**src/rtl/info_navigator_pkg.sv**
```systemverilog
// rtl/info_navigator_pkg.sv - select/state enums and bank depth constants for info_navigator
package info_navigator_pkg;

  typedef enum logic [1:0] {
    SEL_INSTR = 2'd0,
    SEL_REG   = 2'd1,
    SEL_HILO  = 2'd2,
    SEL_MEM   = 2'd3
  } sel_e;

  typedef enum logic [1:0] {
    ST_IDLE    = 2'd0,
    ST_SETTLE  = 2'd1,
    ST_CAPTURE = 2'd2
  } state_e;

  localparam int DEPTH_INSTR = 256;
  localparam int DEPTH_REG   = 32;
  localparam int DEPTH_HILO  = 2;
  localparam int DEPTH_MEM   = 1024;

  // Highest legal index of a bank, i.e. depth-1.
  function automatic logic [9:0] last_index(input sel_e sel);
    case (sel)
      SEL_INSTR: last_index = 10'(DEPTH_INSTR - 1);
      SEL_REG:   last_index = 10'(DEPTH_REG - 1);
      SEL_HILO:  last_index = 10'(DEPTH_HILO - 1);
      default:   last_index = 10'(DEPTH_MEM - 1);
    endcase
  endfunction

endpackage

```
**src/rtl/info_navigator_edge_sync.sv**
```systemverilog
// rtl/info_navigator_edge_sync.sv - edge_sync: button synchronizer followed by a one-cycle rising-edge pulse
module edge_sync #(
  parameter int STAGES = 2
) (
  input  logic clock,
  input  logic reset,
  input  logic raw,
  output logic pulse
);

  logic [STAGES-1:0] sync_q;
  logic              last_q;

  always_ff @(posedge clock) begin
    if (reset) begin
      sync_q <= '0;
      last_q <= 1'b0;
    end else begin
      sync_q[0] <= raw;
      for (int i = 1; i < STAGES; i++) begin
        sync_q[i] <= sync_q[i-1];
      end
      last_q <= sync_q[STAGES-1];
    end
  end

  assign pulse = sync_q[STAGES-1] & ~last_q;

endmodule

```
**src/rtl/info_navigator.sv**
```systemverilog
// rtl/info_navigator.sv - button-driven bank/index navigator with latched display word; auto-scan under INFO_NAVIGATOR_AUTOSCAN_EN
module info_navigator
  import info_navigator_pkg::*;
#(
  parameter int SCAN_DIV    = 50000000,
  parameter int SYNC_STAGES = 2
) (
  input  logic        clock,
  input  logic        reset,
  input  logic        btnNext,
  input  logic        btnPrev,
  input  logic        btnMode,
  input  logic        autoScan,
  input  logic [31:0] word,
  output logic [1:0]  select,
  output logic [9:0]  derreference,
  output logic [31:0] shownWord,
  output logic        shownValid
);

  state_e      state_q, state_d;
  sel_e        sel_q, sel_d;
  logic [9:0]  idx_q, idx_d;
  logic        ev_next, ev_prev, ev_mode, tick;
  logic        move;

  edge_sync #(.STAGES(SYNC_STAGES)) u_sync_next (.clock(clock), .reset(reset), .raw(btnNext), .pulse(ev_next));
  edge_sync #(.STAGES(SYNC_STAGES)) u_sync_prev (.clock(clock), .reset(reset), .raw(btnPrev), .pulse(ev_prev));
  edge_sync #(.STAGES(SYNC_STAGES)) u_sync_mode (.clock(clock), .reset(reset), .raw(btnMode), .pulse(ev_mode));

`ifdef INFO_NAVIGATOR_AUTOSCAN_EN
  localparam int PW = (SCAN_DIV > 1) ? $clog2(SCAN_DIV) : 1;

  logic [PW-1:0] presc_q;
  logic          btn_event;

  assign btn_event = ev_next | ev_prev | ev_mode;
  assign tick      = autoScan && (state_q == ST_IDLE) && (presc_q == PW'(SCAN_DIV - 1));

  always_ff @(posedge clock) begin
    if (reset || !autoScan || btn_event) begin
      presc_q <= '0;
    end else if (state_q == ST_IDLE) begin
      presc_q <= tick ? '0 : presc_q + PW'(1);
    end
  end
`else
  logic unused_autoscan;

  assign tick            = 1'b0;
  assign unused_autoscan = autoScan;
`endif

  always_comb begin
    state_d = state_q;
    sel_d   = sel_q;
    idx_d   = idx_q;
    move    = 1'b0;
    case (state_q)
      ST_IDLE: begin
        // A simultaneous next/prev pair cancels and also swallows the auto tick.
        if (ev_mode) begin
          sel_d = sel_e'(sel_q + 2'd1);
          idx_d = '0;
          move  = 1'b1;
        end else if (ev_next ^ ev_prev) begin
          if (ev_next) begin
            idx_d = (idx_q == last_index(sel_q)) ? '0 : idx_q + 10'd1;
          end else begin
            idx_d = (idx_q == '0) ? last_index(sel_q) : idx_q - 10'd1;
          end
          move = 1'b1;
        end else if (tick && !ev_next && !ev_prev) begin
          idx_d = (idx_q == last_index(sel_q)) ? '0 : idx_q + 10'd1;
          move  = 1'b1;
        end
        if (move) begin
          state_d = ST_SETTLE;
        end
      end
      ST_SETTLE:  state_d = ST_CAPTURE;
      ST_CAPTURE: state_d = ST_IDLE;
      default:    state_d = ST_IDLE;
    endcase
  end

  always_ff @(posedge clock) begin
    if (reset) begin
      state_q    <= ST_SETTLE;
      sel_q      <= SEL_INSTR;
      idx_q      <= '0;
      shownWord  <= '0;
      shownValid <= 1'b0;
    end else begin
      state_q <= state_d;
      sel_q   <= sel_d;
      idx_q   <= idx_d;
      if (move) begin
        shownValid <= 1'b0;
      end
      if (state_q == ST_CAPTURE) begin
        shownWord  <= word;
        shownValid <= 1'b1;
      end
    end
  end

  assign select       = sel_q;
  assign derreference = idx_q;

endmodule
```
**config.mk**
```make
export PLATFORM = sky130hd
export DESIGN_NAME = info_navigator
export DESIGN_NICKNAME = d
export VERILOG_FILES = /design/src/rtl/info_navigator_pkg.sv /design/src/rtl/info_navigator_edge_sync.sv /design/src/rtl/info_navigator.sv
export SDC_FILE = /design/constraint.sdc
export NUM_CORES = 1
export LEC_CHECK = 0
export ABC_CLOCK_PERIOD_IN_PS = 3700
export CAP_MARGIN = 40
export CORE_MARGIN = 2
export CORE_UTILIZATION = 45
export CTS_BUF_LIST = sky130_fd_sc_hd__clkbuf_8
export CTS_CLUSTER_SIZE = 14
export DETAILED_ROUTE_END_ITERATION = 7
export HOLD_SLACK_MARGIN = 0.02
export PLACE_DENSITY = 0.87
export REMOVE_ABC_BUFFERS = 1
export SYNTH_ARGS = -nofsm -noshare
export SYNTH_HDL_FRONTEND = slang
export SYNTH_SLANG_ARGS = --single-unit
```
**constraint.sdc**
```tcl
create_clock -name clock -period 3.7 [get_ports clock]
set_input_delay 0.74 -clock clock [delete_from_list [all_inputs] [get_ports clock]]
set_output_delay 0.74 -clock clock [all_outputs]
set_load 0.01 [all_outputs]
```
# After elaboration in Yosys (flattened, before gate mapping)
# Cells that the tools add are included.
# word_totals
register_bits	56
latch_bits	0
ram_bits	0
mem_bits_ro	0
input_bits	38
output_inout_bits	45
elab_cells	52
mem_count	0
# op_classes
n_addsub	3
multipliers	0
div_mod_pow	0
magnitude_cmp	0
eq_ne	6
shifts	0
mux	18
n_bitwise	7
n_reduce_logical	7
# ops
cell	count
$mux 10	9
$pmux 10 s3	1
$add 10x1->10 const B	1
$eq 10x10->1	1
$logic_not 10->1	1
$sub 10x1->10 const B	1
$mux 1	6
$eq 2x1->1 const B	2
$eq 2x2->1 const B	2
$logic_not 2->1	2
$pmux 2 s2	1
$reduce_and 2->1	2
$reduce_bool 2->1	2
$and 1x1->1	3
$not 1->1	3
$add 2x1->2 const B	1
$mux 2	1
$ne 2x2->1 const B	1
$xor 1x1->1	1

# Longest topological paths before layout
# Gate-level depths: netlist of run 1.
# depth
word_depth	11
depth_mapped	9
ltp_nobuf	8

# Modules after synthesis
# From an unflattened synthesis of run 1, not the netlist that was laid out.
# hier_totals
hier_cells	312
area_unflattened_um2	2496.1
# by_module_without_submodules
mod	instances	cells_each	area_per_inst_um2	seq_area_each_um2
info_navigator	1	291	2233.4	940.9
edge_sync	3	7	87.6	60.1

# Worst setup path before layout of run 1
# Ideal clock, no wire load.
# synth_path
path_kind	register to register
startpoint	reg sel_q[0], in the netlist select[0]
endpoint	reg idx_q[6], in the netlist derreference[6]
setup_ns	0.132
arrival_time_ns	1.908
required_time_ns	3.568
setup_slack_ns	1.661
stages_incl_launch_ff	8
path_buffers	0
synth_period_minus_slack_ns	2.039
cell_sequence	dfxtp_1 -> inv_1 -> ha_1 -> o31a_1 -> a2111oi_4 -> nor2_2 -> a221oi_2 -> a21oi_1
# synth_via
elab_chain_cells	11
elab_cells_between_ends	14
cone_classes	3 x eq/ne; 10 x mux; 1 x reduce/logical
# synth_lines
item	line_no	source
from (decl)	info_navigator.sv:22	sel_e sel_q, sel_d;
from (signal assigned)	info_navigator.sv:96	sel_q <= sel_d;
$eq 2x2->1 (tied with other cells)	info_navigator_pkg.sv:24	case (sel)
$pmux 10 s3 *	info_navigator_pkg.sv:24	
$mux 10	info_navigator.sv:67	if (ev_next) begin
$mux 10	info_navigator.sv:66	end else if (ev_next ^ ev_prev) begin
$mux 10	info_navigator.sv:62	if (ev_mode) begin
$mux 10	info_navigator.sv:59	case (state_q)
$eq 10x10->1	info_navigator.sv:68	idx_d = (idx_q == last_index(sel_q)) ? '0 : idx_q + 10'd1;
$mux 10	info_navigator.sv:68	
$mux 10 *	info_navigator.sv:67	
$mux 10 *	info_navigator.sv:66	
$mux 10 *	info_navigator.sv:62	
to (signal assigned)	info_navigator.sv:97	idx_q <= idx_d;
to (decl)	info_navigator.sv:23	logic [9:0] idx_q, idx_d;
# Every way passes the cells marked *; elsewhere a longest branch is shown, timed or not. The select of a mux whose other input is x is not followed.
# A chain may end at the register's enable or synchronous reset.

# Worst setup path in the final report of run 1
# layout_path
startpoint	reg idx_q[5], in the netlist derreference[5]
endpoint	out derreference[5]
# layout_lines
item	line_no	source
to (decl)	info_navigator.sv:16	output logic [9:0] derreference,
# No word-level cell between the ends.

==> reports/results.tsv, run 1 <==
metric	value	unit
maxCapViolCount	0	
worst_pin_slew	0.761	ns
slowest_delay	0.65	ns
cts_made_buffers	5	
arrival	1.58	ns
final_cell_count_no_fill	454	
max_freq	431	MHz
use_met2	31.7	%
hold_class	reg -> reg	
cts_buffer_depth	2	
avgSynthCellArea	8.01	um2
critPathMaxFanout	14	
seq_area_frac_synth	44.4	%
irDropWorstVdd	0.000260	V
slew_viol_final	0	
critPathTopFamily	flip-flops	
wl_per_cell	13.5	um
setup_viol	0	
status	completed	
synth.top_cell.area_share	44.4	%
vias_per_cell	5.20	
dr_total_vias	2361	
synth_cells	315	
skew	0.0118	ns
clk_latency	0.31	ns
drive_gt1_share	5.76	%
grt_pass1_vias	2244	
synth_commonest_cells	nand2_1 (77), dfxtp_1 (56), a21oi_1 (40)	
ctsResizeCount	0	
postLayoutCoreUtil	62.6	%
cp-end-kind	primary output	
yosys_warnings	0	
p_total	1.36	mW
min_period	2.32	ns
clk_pin_slew	0.11	ns
drt-initial-drc-count	109	
detail-route-antenna-nets	0	
synth_ff_type	dfxtp_1	
fin_tns_setup	0	ns
routed_wl	6130	um
cp.required	2.96	ns
h-tree-depth	2	
power_density	396	nW/um2
start_kind	register	
dp_hpwl	4330	um
gr-total-overflow	0	
cts_root_buf	clkbuf_8	
synth_area	2520	um2
core	5470	um2
use_met3	8.41	%
cp_num_buf_inv	1	
n_fill_cell	482	
gp_congestion	0.903	
use_met1	25.0	%
hold_slack	0.450	ns
synth_most_common_cell	nand2_1	
port_buffers	81	
busiest_layer	met2	
clock_sinks	56	
dp_cells	446	
die_h	78.9	um
hold_viol	0	
antennaDiodeCount	0	
grtUsageTotal	20.1	%
synth_top_area_cell	dfxtp_1	
post_cts_buffers	0	
drt_first_pass_iters	4	
postCtsHoldBufs	0	
p_leak	1.20	nW
synthArstFlopShare	0	%
fin_crit_sh	62.6	%
io_pins	83	
die_w	78.9	um
ff_latch_area	1120	um2
multi_input_area	1270	um2
crit_chain	clkdlybuf4s50_1	
synth_edf_count	0	
start_util	46.1	%
drc_errors	0	
grt_start_max_net_pins	47	
synthToLayoutAreaGrowth	35.8	%
rows	27	
antenna_found_initial	0	
relSlewSlack	48.8	%
nNetsFinal	423	
tritoncts	done	
rsz0062_at_grt	no	
die_area	6220	um2
synth_seq_cells	56	
grt_pass1_wl	10000	um
yosysUniqueCellTypes	43	
worst_path_max_delay_cell	dfxtp_1	
crit_type	reg -> out	
netlist_top_cells_area	dfxtp_1 (44%), nand2_1 (11%), a21oi_1 (7.9%)	
==> worst paths after layout <==
kind | from | end | slack, ns | cells past startpoint
max | derreference[5]$_SDFFE_PP0P_ | derreference[5] | 1.38 | 1
min | u_sync_mode.sync_q[0]$_SDFF_PP0_ | u_sync_mode.sync_q[1]$_SDFF_PP0_ | 0.45 | 1
min reg2reg | u_sync_mode.sync_q[0]$_SDFF_PP0_ | u_sync_mode.sync_q[1]$_SDFF_PP0_ | 0.45 | 1
max reg2reg | select[0]$_SDFFE_PP0P_ | derreference[6]$_SDFFE_PP0P_ | 1.54 | 7
==> registers in the layout (all words and copies together) (netlist names), 2 cells and up <==
register,cells
u_sync_next.sync_q,2
derreference,10
u_sync_prev.sync_q,2
shownWord,32
state_q,2
select,2
u_sync_mode.sync_q,2
==> cells in the final DEF (no fill, tap or decap), types with 4 or more instances in the layout <==
cell type        count
clkdlybuf4s50_1     80
nand2_1             77
dfxtp_1             56
a21oi_1             40
nor2b_1             12
o21ai_0             11
nor2_1              10
nand3_1             10
nor3_1               8
inv_1                7
and3_1               6
nand4_1              5
clkbuf_8             5
a211oi_1             4
nor4_1               4
ha_1                 4
==> power by group <==
group | internal [mW] | switching [mW] | leakage, nW
sequential | 0.637 | 0.0566 | 0.456
combinational | 0.160 | 0.164 | 0.700
clock | 0.136 | 0.204 | 0.0485
==> kinds of logic (layout without fill, tap and decap cells) <==
family / count (synthesis) / in the layout / synth area share (%)
flip-flops: 56 / 56 / 44.4
adder cells (fa/ha/maj): 4 / 4 / 1.98
AND/OR/NAND/NOR: 146 / 146 / 27.3
AO/OA/AOI/OAI: 71 / 71 / 18.6
buffers and inverters: 32 / 99 / 5.30
XOR/XNOR: 6 / 6 / 2.38
==> cell type report <==
class | count | area share (%)
Clock buffer | 5 | 2.01
Clock inverter | 3 | 0.657
Multi-Input combinational cell | 227 | 37.1
Inverter | 7 | 0.766
Tap cell | 72 | 2.63
Timing Repair Buffer | 84 | 24.2
Sequential cell | 56 | 32.7
==> per-stage QoR <==
stage	worst slack (ns)	area, um2
6_report	1.38	3430
3_3_place_gp	1.43	3340
3_5_place_dp	1.43	3340
2_1_floorplan	1.66	2420
5_1_grt	1.32	3430
4_1_cts	1.39	3430
==> layer usage <==
| layer | vias to the layer above | wire [um] |
|---|---|---|
| met5 | - | 0 |
| met4 | 0 | 59 |
| met3 | 7 | 641 |
| met2 | 98 | 2760 |
| met1 | 1062 | 2660 |
| li1 | 1194 | - |
Power figures use the tool's default switching activity.
==> inputs of run 2 (changes only) <==
ABC_CLOCK_PERIOD_IN_PS = 2000   (was 3700)
CORE_UTILIZATION = 43   (was 45)
clock period = 2 ns   (was 3.7 ns; I/O delays follow)
==> run 2 against run 1 <==
Against the previous run:
- combinational power is 120% higher
- flip-flop and latch count stayed put
- utilization grew 3.9 points
- die area up 4.4%
- clock power grew 130%
- critical path type is now reg -> reg
- highest routed layer unchanged
==> reports/results.tsv, run 2 (synthesized netlist as in run 1, its figures left out) <==
metric	value	unit	change
timing.rr.end	derreference[1]$_SDFFE_PP0P_		
drc_errors	0		unchanged
final_common_cell	clkdlybuf4s50_1		
die_area	6500	um2	+4.4%
io_pins	83		unchanged
dr_total_vias	2522		+6.8%
clk_latency	0.31	ns	about the same
nNetsFinal	449		+6.1%
hold_class	reg -> reg		
relSlewSlack	67.5	%	+19 points
clk_pin_slew	0.09	ns	-0.02 ns
rsz0062_at_grt	yes		
placed_cell_area	3490	um2	+4.7%
cp.required	2.20	ns	-0.76 ns
min-delay-start	u_sync_prev.sync_q[0]$_SDFF_PP0_		
min_period	1.95	ns	
start_kind	register		
fin_area	3710	um2	+8.2%
power_density	745	nW/um2	+88%
postCtsHoldBufs	0		unchanged
antennaDiodeCount	0		unchanged
antenna_found_initial	0		unchanged
cp-end-kind	register		
routed_wl	6610	um	+7.9%
grt_start_max_net_pins	47		unchanged
cts_buffer_depth	2		unchanged
critPathMaxFanout	6		-8
port_buffers	81		unchanged
die_h	80.6	um	+2.2%
min_path_cells	1		unchanged
die_w	80.6	um	+2.2%
grt_pass1_wl	10800	um	+8.3%
cts_root_buf	clkbuf_8		
status	completed		
dp_hpwl	4700	um	+8.6%
drive_gt1_share	13.5	%	+7.7 points
postLayoutCoreUtil	66.6	%	+3.9 points
crit_type	reg -> reg		
gp_congestion	0.955		+5.8%
vias_per_cell	5.25		+1.0%
clock_sinks	56		unchanged
cts_made_buffers	5		unchanged
largest_register	shownWord		
core	5570	um2	+1.9%
max_freq	513	MHz	
start_util	45.3	%	-0.84 points
drt_first_pass_iters	4		unchanged
rows	27		unchanged
n_fill_cell	435		-9.8%
maxCapViolCount	0		unchanged
h-tree-depth	2		unchanged
r2r_cells	8		+1
final_cell_count_no_fill	480		+5.7%
skew	0.0117	ns	-0.0000909 ns
grtUsageTotal	21.3	%	+1.2 points
p_leak	1.36	nW	+13%
rrSetupSlack	0.05	ns	-1.49 ns
drt-initial-drc-count	120		+10%
synthToLayoutAreaGrowth	47.0	%	
wl_per_cell	13.8	um	+2.1%
worst_path_max_delay_cell	dfxtp_4		
hold_end	u_sync_prev.sync_q[1]$_SDFF_PP0_		
crit_chain	inv_4 > ha_4 > nand4_1 > o31a_1 > a2111oi_4 > nor2_4 > buf_6 > a221o_1		
dp_cells	467		+4.7%
tritoncts	done		
slew_viol_final	0		unchanged
irDropWorstVdd	0.000395	V	+52%
grt_pass1_vias	2422		+7.9%
slowest_delay	0.39	ns	-0.26 ns
fin_tns_setup	0	ns	unchanged
worst_pin_slew	0.487	ns	-0.274 ns
hold_viol	0		unchanged
gr-total-overflow	0		unchanged
setup_viol	0		unchanged
fin_crit_sh	97.5	%	
arrival	2.15	ns	+0.57 ns
largest_reg_flops	32		unchanged
final_cell_mix	clkdlybuf4s50_1 (80), nand2_1 (77), dfxtp_1 (52)		
detail-route-antenna-nets	0		unchanged
reg2reg_from	select[0]$_SDFFE_PP0P_		
==> run 2: where the power goes <==
group	leakage (nW)	total (mW)	internal (mW)	switching, mW
clock	0.0614	0.771	0.410	0.361
combinational	0.838	0.726	0.375	0.351
sequential	0.458	1.27	1.18	0.0862
total	1.36	2.76	1.97	0.798
==> run 2: worst max-delay path, delay by kind of cell (launching register included) <==
family	cells	cell delay (ns)
compound gates	3	0.80
fa+ha+maj	1	0.27
simple gates	2	0.22
flops	1	0.39
buf+inv	2	0.18
==> run 2: area by class of cell <==
cell class                 instances  area (um2)  area share, %
sequential                        56        1130           30.5
multi-input combinational        227        1310           35.2
clock buffer                       6        82.6           2.23
timing repair buffer             110        1030           27.8
clock inverter                     2        38.8           1.05
tap                               72        90.1           2.43
inverter                           7        28.8          0.776
==> run 2: worst max-delay path by stage <==
stage	start	to	slack, ns	cells after the start
final	select[0]$_SDFFE_PP0P_	derreference[1]$_SDFFE_PP0P_	0.05	8
after global routing	select[0]$_SDFFE_PP0P_	derreference[1]$_SDFFE_PP0P_	-0.05	8
after CTS	select[0]$_SDFFE_PP0P_	derreference[6]$_SDFFE_PP0P_	0.02	7
after detailed placement	select[0]$_SDFFE_PP0P_	derreference[6]$_SDFFE_PP0P_	-0.05	7
after global placement	select[0]$_SDFFE_PP0P_	derreference[6]$_SDFFE_PP0P_	0.01	7
after floorplan	select[0]$_SDFFE_PP0P_	derreference[6]$_SDFFE_PP0P_	-0.04	7
==> run 2: layer usage <==
metal	GRT usage, %	vias to the layer above	wire length [um]
met1	26.1	1164	2690
met5	0	-	0
li1	-	1244	-
met3	8.65	9	718
met2	34.4	105	3110
met4	5.76	0	89
==> run 2: stage by stage <==
stage          setup WS, ns  hold slack, ns  total power [mW]
6_report             0.0491           0.446              2.76
5_1_grt             -0.0485           0.463              2.90
4_1_cts              0.0160           0.449              2.76
3_5_place_dp        -0.0535           0.426              1.99
3_3_place_gp        0.00955           0.422              1.97
2_1_floorplan       -0.0422           0.414              1.62
==> run 2: repair_timing <==
| item | 4_1_cts | 5_1_grt |
|---|---|---|
| endpoints found under the hold margin | 0 | 0 |
| setup buffers | 0 | 5 |
| endpoints found under the setup margin | 5 | 8 |
| resized for setup | 1 | 19 |
| pin swaps | 1 | 5 |
| cloned | 0 | 0 |
==> RTL edit, RTL diff (settings of run 2) <==
`SYNC_STAGES`: 2 -> 4.
--- a/src/rtl/info_navigator.sv
+++ b/src/rtl/info_navigator.sv
@@ -5,3 +5,3 @@
   parameter int SCAN_DIV    = 50000000,
-  parameter int SYNC_STAGES = 2
+  parameter int SYNC_STAGES = 4
 ) (
Formal check against the unedited RTL: not equivalent (a bounded check fails within 4 cycles, from zero or initial values and one cycle with reset high).
==> RTL edit against run 2 <==
  * Combinational power is 24% lower
  * Worst setup slack got worse by 0.15 ns
  * Critical path depth unchanged
  * Sequential cell count grew 6
  * Utilization down 0.56 points
  * Highest routed layer unchanged
  * Routed wire length increased by 4.2%
  * Count of clock-buffer cells in the layout grew 5
  * Via count increased by 4.0%
  * Synthesized area grew 4.6%
  * Largest cell class unchanged
  * Power grew 1.2%
  * Critical endpoint is now derreference[8]$_SDFFE_PP0P_
  * Sequential power grew 4%
  * Cell area rose by 5.3%
  * Hold slack worse by 0.014 ns
  * The run now ends with negative setup slack left
==> RTL edit: results (changes against run 2) <==
status finished, violations left; violated checks negative setup slack; placed inst area 3650 um^2 (+4.4%); total routed wirelength 6890 um (+4.2%); hold path startpoint u_sync_next.sync_q[0]$_SDFF_PP0_; Detailed Routing Iterations Pass 1 6 (+2); top cells by area, synth dfxtp_1 47%, nand2_1 11%, a21oi_1 6.3%; setup_tns -0.257 ns (-0.257 ns); drt initial violations 110 (-8.3%); synth cell count leaders 77 x nand2_1, 62 x dfxtp_1, 33 x a21oi_1; # resized after CTS 12 (+11); fin worst setup slack -0.106 ns (-0.155 ns); Post-Synthesis Cells 317 (+0.63%); final std cells w/o fill 493 (+2.7%); worst r2r dst derreference[8]$_SDFFE_PP0P_; Worst EP arrival 2.31 ns (+0.16 ns); CP peak stage delay 0.43 ns (+0.04 ns); Crit Path Max Fanout 5 (-1); first-pass GRT wire length 10700 um (-1.7%); latest clock arrival within the worst-skew pair 0.33 ns (+0.02 ns); Placer Congestion 0.967 (+1.3%); worst hold endpoint u_sync_next.sync_q[1]$_SDFF_PP0_; Post-synth top flop dfxtp_1; Peak VDD IR 0.496 mV (+25%); Slowest-stage cell, CP or4_4; Synth cell types 48 (+12%); Final nets 458 (+2.0%); ratio of cells with drive above 1 in the final layout 0.165 (+0.0303); vias 2623 (+4.0%); dpl ws -0.231 ns (-0.177 ns); TritonCTS buffer count 9 (+4); Final Setup Violations 4 (+4); static leakage 0.00146 uW (+7.6%); Worst Max-Slew Pin Slew 0.508 ns (+0.0210 ns); dpl cells 478 (+2.4%); vias in the first global route 2472 (+2.1%); largest net degree at the start of global routing 54 (+15%); Hold Path Depth 1 (unchanged); clock transition at the registers of the reported paths 0.06 ns (-0.03 ns); Seq/Total Area, Yosys 0.470 (+0.0259)
[RTL edit: area by class of cell]
type / instances / area (um^2)
fill: 475 / 2010
multi-input combinational: 224 / 1340
sequential: 62 / 1240
timing repair buffer: 111 / 1040
clock buffer: 11 / 151
tap: 75 / 93.8
inverter: 8 / 32.5
clock inverter: 2 / 11.3
[RTL edit: cells by family (layout without fill, tap and decap cells)]
family	Yosys count	in the layout	synth area share
adders and majority gates	4	4	0.0190
muxes	1	1	0.00427
xor gates and xnor gates	6	6	0.0199
DFF	62	62	0.470
and+or+nand+nor	147	147	0.261
buffers and inverters	31	132	0.0502
AOI/OAI and AO/OA	66	66	0.175
[RTL edit: where the power goes]
| part | switching [uW] | internal (uW) |
|---|---|---|
| clock | 429 | 492 |
| combinational | 273 | 282 |
| sequential | 35.2 | 1290 |
[RTL edit: metal layers]
metal,track usage,wire (um),up-vias
li1,-,-,1277
met1,0.239,2830,1231
met2,0.340,3370,103
met3,0.0674,578,12
met4,0.105,121,0
met5,0,0,-
